## config.mk

```make
export PLATFORM = sky130hd
export DESIGN_NAME = strobe_stretch_n
export DESIGN_NICKNAME = d
export VERILOG_FILES = /design/src/rtl/strobe_stretch_n.sv
export SDC_FILE = /design/constraint.sdc
export NUM_CORES = 1
export LEC_CHECK = 0
export CORE_MARGIN = 1
export CORE_UTILIZATION = 42
export CTS_CLUSTER_SIZE = 14
export DETAILED_ROUTE_END_ITERATION = 12
export PLACE_DENSITY = 0.69
export SETUP_SLACK_MARGIN = 0.2
export SLEW_MARGIN = 10
export SYNTH_ARGS = -nofsm -noshare
export SYNTH_HDL_FRONTEND = slang
export SYNTH_SLANG_ARGS = --single-unit
```

## constraint.sdc

```tcl
create_clock -name mclk -period 2.5 [get_ports mclk]
set_clock_uncertainty 0.2 [all_clocks]
set_input_delay 0.5 -clock mclk [delete_from_list [all_inputs] [get_ports mclk]]
set_output_delay 0.5 -clock mclk [all_outputs]
set_load 0.05 [all_outputs]
```

## src/rtl/strobe_stretch_n.sv

```systemverilog
// strobe_stretch_n
//
// Multi-channel strobe stretcher. It turns mclk-synchronous strobes, which may be
// as short as one cycle, into pulses aligned to the reference edge of a slower
// sub_clk. Each pulse is PULSE_SUBCYCLES sub_clk periods wide. Strobes that arrive
// while a pulse is in progress are counted in a per-channel pending counter and
// replayed later. If that counter would overflow, the strobe is dropped and the
// sticky overflow flag is set.
//
// Ports:
//   mclk      in   master clock; all logic runs on its rising edge
//   reset     in   synchronous, active-high reset
//   sub_clk   in   slow clock, sampled as asynchronous data
//   strobe    in   [CHANNELS] per-channel event inputs (rising edge = one event)
//   clr_ovf   in   synchronous clear of all overflow bits
//   out       out  [CHANNELS] stretched pulses
//   busy      out  [CHANNELS] channel not idle, or events still pending
//   overflow  out  [CHANNELS] sticky: an event was dropped
module strobe_stretch_n #(
    parameter int unsigned CHANNELS        = 4,
    parameter int unsigned PULSE_SUBCYCLES = 2,
    parameter int unsigned PEND_W          = 3,
    parameter bit          EDGE            = 1'b0
) (
    input  logic                mclk,
    input  logic                reset,
    input  logic                sub_clk,
    input  logic [CHANNELS-1:0] strobe,
    input  logic                clr_ovf,
    output logic [CHANNELS-1:0] out,
    output logic [CHANNELS-1:0] busy,
    output logic [CHANNELS-1:0] overflow
);

    typedef enum logic [1:0] {
        StIdle,
        StActive,
        StGap
    } state_e;

    localparam logic [7:0]        CntLoad = 8'(PULSE_SUBCYCLES);
    localparam logic [PEND_W-1:0] PendMax = '1;

    // sub_clk synchroniser. s3 is only used for edge detection.
    logic s1_q, s2_q, s3_q;
    logic tick;

    always_ff @(posedge mclk) begin
        if (reset) begin
            s1_q <= 1'b0;
            s2_q <= 1'b0;
            s3_q <= 1'b0;
        end else begin
            s1_q <= sub_clk;
            s2_q <= s1_q;
            s3_q <= s2_q;
        end
    end

    // One tick for all channels, on the selected reference edge.
    assign tick = EDGE ? (~s2_q & s3_q) : (s2_q & ~s3_q);

    for (genvar i = 0; i < CHANNELS; i++) begin : gen_ch
        state_e            state_q, state_d;
        logic [7:0]        cnt_q, cnt_d;
        logic [PEND_W-1:0] pend_q, pend_d;
        logic              str_q;
        logic              ovf_q, ovf_d;
        logic              ev;
        logic              start;

        // A strobe held high is a single event.
        assign ev = strobe[i] & ~str_q;

        always_comb begin
            state_d = state_q;
            cnt_d   = cnt_q;
            start   = 1'b0;
            unique case (state_q)
                StIdle: begin
                    if (tick && (pend_q != '0)) begin
                        state_d = StActive;
                        cnt_d   = CntLoad;
                        start   = 1'b1;
                    end
                end
                StActive: begin
                    if (tick) begin
                        if (cnt_q == 8'd1) begin
                            state_d = StGap;
                        end else begin
                            cnt_d = cnt_q - 8'd1;
                        end
                    end
                end
                StGap: begin
                    // Guaranteed low period between back-to-back pulses.
                    if (tick) begin
                        if (pend_q != '0) begin
                            state_d = StActive;
                            cnt_d   = CntLoad;
                            start   = 1'b1;
                        end else begin
                            state_d = StIdle;
                        end
                    end
                end
                default: state_d = StIdle;
            endcase
        end

        // start only looks at the registered count, so an event arriving in a tick
        // cycle is never consumed by that same tick.
        always_comb begin
            pend_d = pend_q;
            ovf_d  = ovf_q;
            if (clr_ovf) begin
                ovf_d = 1'b0;
            end
            if (ev && !start) begin
                if (pend_q == PendMax) begin
                    ovf_d = 1'b1;
                end else begin
                    pend_d = pend_q + 1'b1;
                end
            end else if (start && !ev) begin
                pend_d = pend_q - 1'b1;
            end
        end

        always_ff @(posedge mclk) begin
            if (reset) begin
                state_q <= StIdle;
                cnt_q   <= 8'd0;
                pend_q  <= '0;
                str_q   <= 1'b0;
                ovf_q   <= 1'b0;
            end else begin
                state_q <= state_d;
                cnt_q   <= cnt_d;
                pend_q  <= pend_d;
                str_q   <= strobe[i];
                ovf_q   <= ovf_d;
            end
        end

        assign out[i]      = (state_q == StActive);
        assign busy[i]     = (state_q != StIdle) || (pend_q != '0);
        assign overflow[i] = ovf_q;
    end

endmodule

```

==> results.yml <==
status:
  outcome: "complete, no violations"
timing:
  hold_slack_ns: 0.2404
  setup_viol: 0
  tightest_slew_ns: 0.6198
  hold_viol: 0
  fin_crit_sh_pct: 92.57
  max_slew_margin_pct: 58.61
  rsz0062_at_grt: "true"
  slew_viol_final: 0
  fmax_ghz: 0.4321
  min_period_ns: 2.314
floorplanning:
  pin_count: 20
  initial_utilization_pct: 44.05
  die_width_um: 89.69
  core-area_um2: 7331
  chipHeight_um: 89.69
  fp.dieArea_um2: 8043
  rows: 31
synthesis:
  synth_seq_cells: 63
  syn_nets: 388
  synthTopCellsByCount: "63 x dfxtp_1, 56 x nor2_1, 23 x xor2_1, 20 x inv_1, 15 x nor2b_1"
  synth.most_common_cell: "dfxtp_1"
  synth_top_area_share_pct: 39.05
  ys_seq_area_share_pct: 39.05
  synthArstFlopShare_pct: 0
  synth_top_family_by_area: "simple AND/OR/NAND/NOR gates"
  yosys.area.top_type: "dfxtp_1"
  synthSimpleGateAreaFrac_pct: 26.23
  synth_xor_area_share_pct: 9.764
  netlist_area_um2: 3229
  muxShareOfSynthArea_pct: 1.240
  synth_area_per_cell_um2: 8.775
  yosysWarnings: 0
  ys_top_cells_by_area: "dfxtp_1 39%, nor2_1 6.5%, xor2_1 6.2%"
  synth_compound_area_share_pct: 13.02
  syn_inst: 368
  synth_edf_count: 0
  yosys.area_share.adder_pct: 4.882
  ys.flop_type: "dfxtp_1"
  synth.lib_cells_used.distinct: 46
worst_hold_path:
  hold_path_depth: 1
  hold_class: "flop to flop"
cells_and_area:
  syn_to_final_growth_pct: 19.95
  diodes: 0
  drive_above_1_share_pct: 20.90
  design_area_um2: 3874
  fin_util_pct: 52.84
  nets: 417
clock_network:
  clock_latency_ns: 0.33
  cts_root_buf: "clkbuf_8"
  cts_max_level: 3
  ctsHoldBuffers: 0
  cts_tree: "done"
  path_clk_slew_ns: 0.07
  max-clock-path-buffers: 2
  cts_sinks: 63
  numCtsBuffers: 9
global_route:
  grt_first_pass_wirelength_um: 10660
  grt_pass1_vias: 2465
  overflow: 0
  antenna_found_initial: 0
  grt_max_degree: 16
  grt_use_total_pct: 17.37
setup_path:
  critPathMaxFanout: 4
  r2r_cells: 9
  r2r_start: "gen_ch[2].pend_q[0]$_SDFFE_PP0P_"
  r2r_slack_ns: 0.23
  start_kind: "flop"
  critPathCaptureType: "output port"
  critical_path_arrival_ns: 1.61
  crit_type: "flop to output port"
  required_ns: 1.80
  crit_path_end: "busy[0]"
  cp-startpoint: "gen_ch[0].pend_q[1]$_SDFFE_PP0P_"
  reg2reg_to: "gen_ch[2].pend_q[2]$_SDFFE_PP0P_"
route:
  routed_via_density: 5.116
  drt_wl_total_um: 6345
  route.detailed.drc: 0
  drt-initial-drc-count: 84
  num_vias: 2563
  drtPass1Iterations: 4
  wire_per_inst_um: 12.66
  antenna_left: 0
power_and_ir_drop:
  power_mw: 2.610
  p_per_area_nw_per_um2: 673.8
  leakage_nw: 1.484
  peakVddDrop_v: 0.0004383
placement:
  hpwl_um: 4411
  gp_congestion: 0.8111
  port_buffers: 19
  dpl_cell_area_um2: 3511
run:
  max-cap-violations: 0
==> critical path, stage by stage (launching register included) <==
cell,delay [ns]
dfxtp_4,0.35
or3_4,0.41
or3_4,0.36
buf_8,0.16
==> cells in the final DEF, fill, tap and decap left out, types with 3 or more instances in the layout <==
cell,netlist,layout
clkdlybuf4s50_1,0,11
dfxtp_1,63,54
nor3_1,14,14
a211oi_1,5,5
dfxtp_4,0,3
o211ai_2,3,3
nand3_1,14,14
inv_1,20,20
o32a_1,3,3
clkbuf_8,0,13
buf_4,8,23
ha_1,11,11
o21ai_1,10,10
nand2_1,9,9
dfxtp_2,0,6
nand2b_1,8,8
nand3b_1,4,4
nor2_1,56,56
buf_8,0,4
nor2b_1,15,15
or3_4,0,8
clkinv_2,0,3
nor3b_1,6,4
or3_1,12,4
xor2_1,23,23
and2_1,4,4
xnor2_1,13,13
a21oi_1,14,11
mux2i_1,4,4
a21oi_2,0,3
a211oi_2,3,3
or2_2,3,3
==> logic make-up after synthesis <==
group	count (synthesis)
buf+inv	41
flops	63
xor+xnor	36
simple gates	160
compound gates	52
fa+ha+maj	12
mux	4
==> layer usage <==
layer	vias to the layer above	wire (um)	track usage [%]
met5	-	0	0
met4	0	74	7.648
met3	8	226	5.484
met2	35	3038	28.44
met1	1211	3006	20.95
li1	1309	-	-
==> cell type report <==
class / count / area, um^2
fill: 661 / 3457
multi-input combinational: 264 / 1849
sequential: 63 / 1280
timing repair buffer: 39 / 351.6
clock buffer: 13 / 178.9
tap: 99 / 123.9
inverter: 20 / 75.07
clock inverter: 3 / 15.01
==> registers in the layout, indices dropped and copies added (netlist names) <==
register and cells:
gen_ch.cnt_q 32, gen_ch.ovf_q 4, gen_ch.pend_q 12, gen_ch.state_q 8, gen_ch.str_q 4, s1_q 1, s2_q 1, s3_q 1
==> timing repair <==
| item | CTS | global route |
|---|---|---|
| endpoints found under the setup margin | 6 | 8 |
| cloned | 0 | 0 |
| resized for setup | 23 | 12 |
| setup buffers | 4 | 3 |
| pin swaps | 2 | 3 |
==> power by group <==
| group | switching, mW | leakage [nW] | internal [mW] |
|---|---|---|---|
| Sequential | 0.0561 | 0.517 | 1.07 |
| Combinational | 0.328 | 0.862 | 0.301 |
| Clock | 0.392 | 0.105 | 0.464 |
| Total | 0.776 | 1.48 | 1.83 |
==> worst min path at each step <==
stage                                 end            start  slack (ns)
after floorplan           s2_q$_SDFF_PP0_  s1_q$_SDFF_PP0_        0.21
after global placement    s2_q$_SDFF_PP0_  s1_q$_SDFF_PP0_        0.22
after detailed placement  s2_q$_SDFF_PP0_  s1_q$_SDFF_PP0_        0.22
after CTS                 s2_q$_SDFF_PP0_  s1_q$_SDFF_PP0_        0.24
after global routing      s2_q$_SDFF_PP0_  s1_q$_SDFF_PP0_        0.26
final                     s2_q$_SDFF_PP0_  s1_q$_SDFF_PP0_        0.24
==> per-stage QoR <==
stage / setup WS [ns] / TNS (ns) / cells
5_1_grt: 0.1263 / 0 / 501
3_3_place_gp: -0.008108 / -0.008108 / 478
6_report: 0.1857 / 0 / 501
3_5_place_dp: -0.06672 / -0.1319 / 478
2_1_floorplan: 0.2930 / 0 / 368
4_1_cts: 0.1795 / 0 / 498
(Power assumes the default switching activity.)
